## config.mk

```make
export PLATFORM = sky130hd
export DESIGN_NAME = mem_arbiter
export DESIGN_NICKNAME = d
export VERILOG_FILES = /design/src/rtl/mem_arbiter.sv
export SDC_FILE = /design/constraint.sdc
export NUM_CORES = 1
export LEC_CHECK = 0
export ABC_AREA = 1
export BUFFER_PORTS_ARGS = -buffer_cell sky130_fd_sc_hd__buf_2
export CAP_MARGIN = 5
export CORE_MARGIN = 3
export CORE_UTILIZATION = 43
export CTS_CLUSTER_DIAMETER = 120
export DETAILED_ROUTE_END_ITERATION = 8
export PLACE_DENSITY = 0.89
export SETUP_SLACK_MARGIN = 0.05
export SYNTH_ARGS = -nofsm -noshare
export SYNTH_HDL_FRONTEND = slang
export SYNTH_SLANG_ARGS = --single-unit
export TNS_END_PERCENT = 10
```

## constraint.sdc

```tcl
create_clock -name clk -period 2.02 [get_ports clk]
set_input_delay 0.202 -clock clk [delete_from_list [all_inputs] [get_ports clk]]
set_output_delay 0.202 -clock clk [all_outputs]
set_load 0.1 [all_outputs]
```

## src/rtl/mem_arbiter.sv

```systemverilog
// Two-port arbiter and access sequencer in front of the single-port memory_unit.
// Optional feature: MEM_ARB_ROUND_ROBIN_EN selects round-robin tie-breaking instead of fixed port-0 priority.
module mem_arbiter #(
  parameter int DATAWIDTH = 8,
  parameter int MAX_LOCK  = 4
) (
  input  logic                 clk,
  input  logic                 rst,
  input  logic                 req0,
  input  logic                 req1,
  input  logic                 we0,
  input  logic                 we1,
  input  logic [DATAWIDTH-1:0] addr0,
  input  logic [DATAWIDTH-1:0] addr1,
  input  logic [DATAWIDTH-1:0] wdata0,
  input  logic [DATAWIDTH-1:0] wdata1,
  input  logic                 lock0,
  input  logic                 lock1,
  output logic                 gnt0,
  output logic                 gnt1,
  output logic [DATAWIDTH-1:0] rdata0,
  output logic [DATAWIDTH-1:0] rdata1,
  output logic                 rvalid0,
  output logic                 rvalid1,
  output logic [DATAWIDTH-1:0] mem_addr,
  output logic [DATAWIDTH-1:0] mem_wdata,
  output logic                 mem_write,
  input  logic [DATAWIDTH-1:0] mem_rdata
);

  localparam int CW = $clog2(MAX_LOCK + 1);
  localparam logic [CW-1:0] MAX_CNT = CW'(MAX_LOCK);

`ifdef MEM_ARB_ROUND_ROBIN_EN
  localparam logic RR_EN = 1'b1;
`else
  localparam logic RR_EN = 1'b0;
`endif

  typedef enum logic [1:0] {
    IDLE  = 2'd0,
    LOCK0 = 2'd1,
    LOCK1 = 2'd2
  } own_t;

  own_t          own_r;
  own_t          own_nxt_s;
  logic          last_r;
  logic          last_nxt_s;
  logic [CW-1:0] cnt_r;
  logic [CW-1:0] cnt_nxt_s;
  logic          win1_s;
  logic          any_req_s;
  logic          gnt0_s;
  logic          gnt1_s;
  logic          brk_s;
  logic          rd0_s;
  logic          rd1_s;

  // Normal arbitration winner: lone requester, else tie-break (port != last when round-robin).
  always_comb begin
    any_req_s = req0 | req1;
    if (req0 && req1) begin
      win1_s = RR_EN & ~last_r;
    end else begin
      win1_s = req1;
    end
  end

  // Grant selection including lock hold and forced lock break.
  always_comb begin
    gnt0_s = 1'b0;
    gnt1_s = 1'b0;
    brk_s  = 1'b0;
    case (own_r)
      LOCK0: begin
        if (req0) begin
          if ((cnt_r >= MAX_CNT) && req1) begin
            brk_s  = 1'b1;
            gnt1_s = 1'b1;
          end else begin
            gnt0_s = 1'b1;
          end
        end else begin
          gnt0_s = any_req_s & ~win1_s;
          gnt1_s = any_req_s & win1_s;
        end
      end
      LOCK1: begin
        if (req1) begin
          if ((cnt_r >= MAX_CNT) && req0) begin
            brk_s  = 1'b1;
            gnt0_s = 1'b1;
          end else begin
            gnt1_s = 1'b1;
          end
        end else begin
          gnt0_s = any_req_s & ~win1_s;
          gnt1_s = any_req_s & win1_s;
        end
      end
      default: begin
        gnt0_s = any_req_s & ~win1_s;
        gnt1_s = any_req_s & win1_s;
      end
    endcase
    if (!rst) begin
      gnt0_s = 1'b0;
      gnt1_s = 1'b0;
      brk_s  = 1'b0;
    end else begin
      brk_s = brk_s;
    end
  end

  // Ownership, lock counter and round-robin pointer next state.
  always_comb begin
    own_nxt_s  = own_r;
    cnt_nxt_s  = cnt_r;
    last_nxt_s = last_r;
    if (brk_s) begin
      own_nxt_s  = IDLE;
      cnt_nxt_s  = {CW{1'b0}};
      last_nxt_s = gnt1_s;
    end else if (gnt0_s) begin
      last_nxt_s = 1'b0;
      if (lock0) begin
        own_nxt_s = LOCK0;
        if (own_r == LOCK0) begin
          cnt_nxt_s = (req1 && (cnt_r < MAX_CNT)) ? cnt_r + CW'(1'b1) : cnt_r;
        end else begin
          cnt_nxt_s = req1 ? CW'(1'b1) : {CW{1'b0}};
        end
      end else begin
        own_nxt_s = IDLE;
        cnt_nxt_s = {CW{1'b0}};
      end
    end else if (gnt1_s) begin
      last_nxt_s = 1'b1;
      if (lock1) begin
        own_nxt_s = LOCK1;
        if (own_r == LOCK1) begin
          cnt_nxt_s = (req0 && (cnt_r < MAX_CNT)) ? cnt_r + CW'(1'b1) : cnt_r;
        end else begin
          cnt_nxt_s = req0 ? CW'(1'b1) : {CW{1'b0}};
        end
      end else begin
        own_nxt_s = IDLE;
        cnt_nxt_s = {CW{1'b0}};
      end
    end else begin
      // No grant means the lock owner (if any) has stopped requesting.
      own_nxt_s = IDLE;
      cnt_nxt_s = {CW{1'b0}};
    end
  end

  // Memory drive: granted port's address/data, port 0 when idle.
  always_comb begin
    if (gnt1_s) begin
      mem_addr  = addr1;
      mem_wdata = wdata1;
    end else begin
      mem_addr  = addr0;
      mem_wdata = wdata0;
    end
    mem_write = (gnt0_s & we0) | (gnt1_s & we1);
    gnt0      = gnt0_s;
    gnt1      = gnt1_s;
    rd0_s     = gnt0_s & ~we0;
    rd1_s     = gnt1_s & ~we1;
  end

  // Arbiter state and registered read-data return.
  always_ff @(posedge clk) begin
    if (!rst) begin
      own_r   <= IDLE;
      last_r  <= 1'b1;
      cnt_r   <= {CW{1'b0}};
      rdata0  <= {DATAWIDTH{1'b0}};
      rdata1  <= {DATAWIDTH{1'b0}};
      rvalid0 <= 1'b0;
      rvalid1 <= 1'b0;
    end else begin
      own_r   <= own_nxt_s;
      last_r  <= last_nxt_s;
      cnt_r   <= cnt_nxt_s;
      rvalid0 <= rd0_s;
      rvalid1 <= rd1_s;
      if (rd0_s) begin
        rdata0 <= mem_rdata;
      end
      if (rd1_s) begin
        rdata1 <= mem_rdata;
      end
    end
  end

endmodule

```

==> summary.txt <==
Clock tree
  • Root Driver: clkbuf_4
  • Latest clock arrival within the worst-skew pair: around 0.31 ns
  • Clock sinks: 23
  • CTS tree: built
  • Clock transition at path regs: 0.13 ns
  • H-tree Lvls: 1
  • Clk buf depth: 2
  • CTS hold repair buffers: 0
  • Num CTS Buffers: 3

Routing
  • Routed len/inst: 16.80 um
  • DR iter-0 viols: 191
  • Routed Antenna Nets: 0
  • Drt total wl: 5880 um
  • DR vias: 1890
  • Vias/cell: 5.400
  • DRC errors left: 0
  • DRT Pass-1 Iters: 5

Yosys
  • Post-synthesis sequential area ratio: 33.30%
  • Syn nets: 264
  • Largest cells by area after synthesis: dfxtp_1, nand2_1, a21oi_1
  • Yosys warnings: 0
  • Yosys cell types: 27
  • Largest area contributor in the synthesized netlist: dfxtp_1
  • Mapped cell area: 1383 um^2
  • Synth Area per Inst: 6.491 um^2
  • #FFs+latches synth: 23
  • Top cell type's share of synthesized area: 33.30%
  • Gate Count Post-Synth: about 210

Place
  • Gpl congestion: 0.9811
  • Dpl ws: 0.07820 ns
  • Detailed placer's ending HPWL: 3438 um
  • Port bufs: 84

GRT
  • Number of antenna violations at the first check in global routing: 0
  • GR Util met2: 42.88%
  • Vias in the first global route: 1621
  • Pin count of the biggest net entering global routing: 20
  • First-pass GRT wire length: 7714 um
  • GRT overflow: 0
  • Top Usage Layer GRT: met2
  • Met1 Track Usage GR: 27.63%
  • Met3 Track Usage GR: 5.576%
  • GRT Util Overall: 23.74%

Cells and area
  • Number of diodes: 0
  • Nets: 360
  • Share of layout cells above drive strength 1: 52.27%
  • # fillers: ~150
  • Commonest non-fill, non-tap cell in the layout: buf_2
  • P&R area growth vs syn: 77.29%
  • Commonest non-fill, non-tap cells in the layout: buf_2, nand2_1, nand2_2

Run status
  • Failing checks: setup timing
  • Status: finished with violations

Timing
  • Unrepaired setup endpoints after global routing: true
  • Achievable Freq: a little under 0.5 GHz
  • Number of max-slew violations in the final report: 0
  • Worst Skew: 0.005009 ns
  • Fin crit share: 102.1%
  • Setup violators final: 17
  • Setup TNS: -0.3810 ns
  • Worst Tran Pin Value: around 0.52 ns
  • Final Hold Violating Endpoints: 0
  • Max-slew headroom: between 60% and 70%
  • Minimum clock period: 2.062 ns
  • Final setup margin: -0.04167 ns

Setup path
  • Sequence of cells on the critical path: inv_2 > ha_4 > a21oi_4 > nand2_8 > inv_12 > nand2_1 > nand2_4 > buf_12
  • CP Data Required Time: between 1.5 and 2 ns
  • Slowest-stage cell, CP: dfxtp_2
  • Critical path buffers and inverters: 3
  • Critical Path AT: 1.86 ns
  • CP Max Fanout: 18
  • Delay-heaviest family, CP: flip-flops
  • Crit path kind: reg2out
  • Crit path largest cell delay: 0.36 ns
  • Worst setup SP type: flip-flop
  • Worst setup EP type: output port

Power
  • PD cells: between 600 and 700 nW/um^2
  • Peak VDD IR: 0.5316 mV
  • Total power: 1.584 mW
  • P_leak: 1.213 nW

Die
  • Die height: 62.71 um
  • DIE AREA: around 3900 um^2
  • Starting Density: 47.67%
  • I/O pin cnt: 85
  • Core area: 2900 um^2
  • Site row count: 19
  • Chip Width: 62.71 um

Job
  • MaxCap Viol Count: 0

Min path
  • Min-delay worst type: in2reg
[cell usage after synthesis]
library cell	number
a21oi_1	20
a21oi_4	2
buf_2	2
buf_4	2
buf_6	1
clkbuf_1	1
clkinv_2	1
dfxtp_1	23
ha_1	3
inv_1	12
inv_2	3
inv_4	2
nand2_1	98
nand2_2	2
nand2_4	3
nand3_1	9
nand3_2	2
nand3_4	1
nand4_1	1
nand4_2	1
nor2_1	17
nor2_8	1
nor3b_1	1
nor4_1	2
o211ai_1	1
o21ai_0	1
o22ai_1	1
[final cells by class]
cell class | count | area (um^2) | share of cell area, %
clock buffer | 3 | 22.52 | 0.9188
clock inverter | 1 | 5.005 | 0.2042
inverter | 18 | 88.84 | 3.624
multi-input combinational | 166 | 993.5 | 40.53
sequential | 23 | 462.9 | 18.89
tap | 42 | 52.55 | 2.144
timing repair buffer | 97 | 825.8 | 33.69
[metrics by stage]
stage | cells | hold WS [ns] | area [um^2] | utilization, %
detailed placement | 337 | 0.4527 | 2215 | 76.36
finish | 350 | 0.1314 | 2451 | 84.51
CTS | 346 | 0.1332 | 2349 | 80.98
global route | 350 | 0.1309 | 2451 | 84.51
global placement | 337 | 0.4513 | 2215 | 76.36
floorplan | 213 | 0.3448 | 1469 | -
[path summary, 6_finish.rpt]
path,startpoint,end,slack [ns],depth (start not counted)
worst max-delay path,own_r[0],mem_addr[1],-0.04,8
worst min-delay path,mem_rdata[4],rdata1[4],0.13,3
worst max register to register,own_r[0],rdata1[2],0.15,10
worst min register to register,rdata0[1],rdata0[1],0.47,2
[what timing repair did]
item | in CTS | in global routing
setup endpoints to repair | 19 | 18
buffers inserted | 4 | 4
pin swaps | 3 | 6
cloned | 1 | 0
gates resized for setup | 19 | 29
[where the power goes]
part	internal, mW	switching (mW)	total (mW)
Combinational	0.288	0.604	0.892
Clock	0.0741	0.138	0.212
Sequential	0.469	0.00974	0.479
Total	0.831	0.752	1.58
[registers in the layout, summed over array words and instances, names as in the netlist]
register and cells:
rvalid1 1, rdata1 8, own_r 2, cnt_r 3, rvalid0 1, rdata0 8
[worst register-to-register path, delay by kind of cell, from the launching register on]
kind	cells	cell delay, ns
adders and majority gates	1	0.27
DFF	1	0.36
and+or+nand+nor	3	0.29
AOI/OAI and AO/OA	2	0.44
buffers and inverters	4	0.44
[kinds of logic (layout without fill, tap and decap cells)]
family                     after synthesis  count (layout)  synth area share (%)
AOI/OAI and AO/OA                       25              25                 10.95
adders and majority gates                3               3                 2.715
buffers and inverters                   24             119                 8.234
DFF                                     23              23                 33.30
and+or+nand+nor                        138             138                 44.80
[layer usage]
metal	wire [um]	share of wire (%)	vias up
met2	2879	49	161
met5	0	0	-
met1	2237	38	833
met3	554	9.4	30
li1	-	-	866
met4	207	3.5	0
Note: power is estimated with default switching activity, not from simulation.
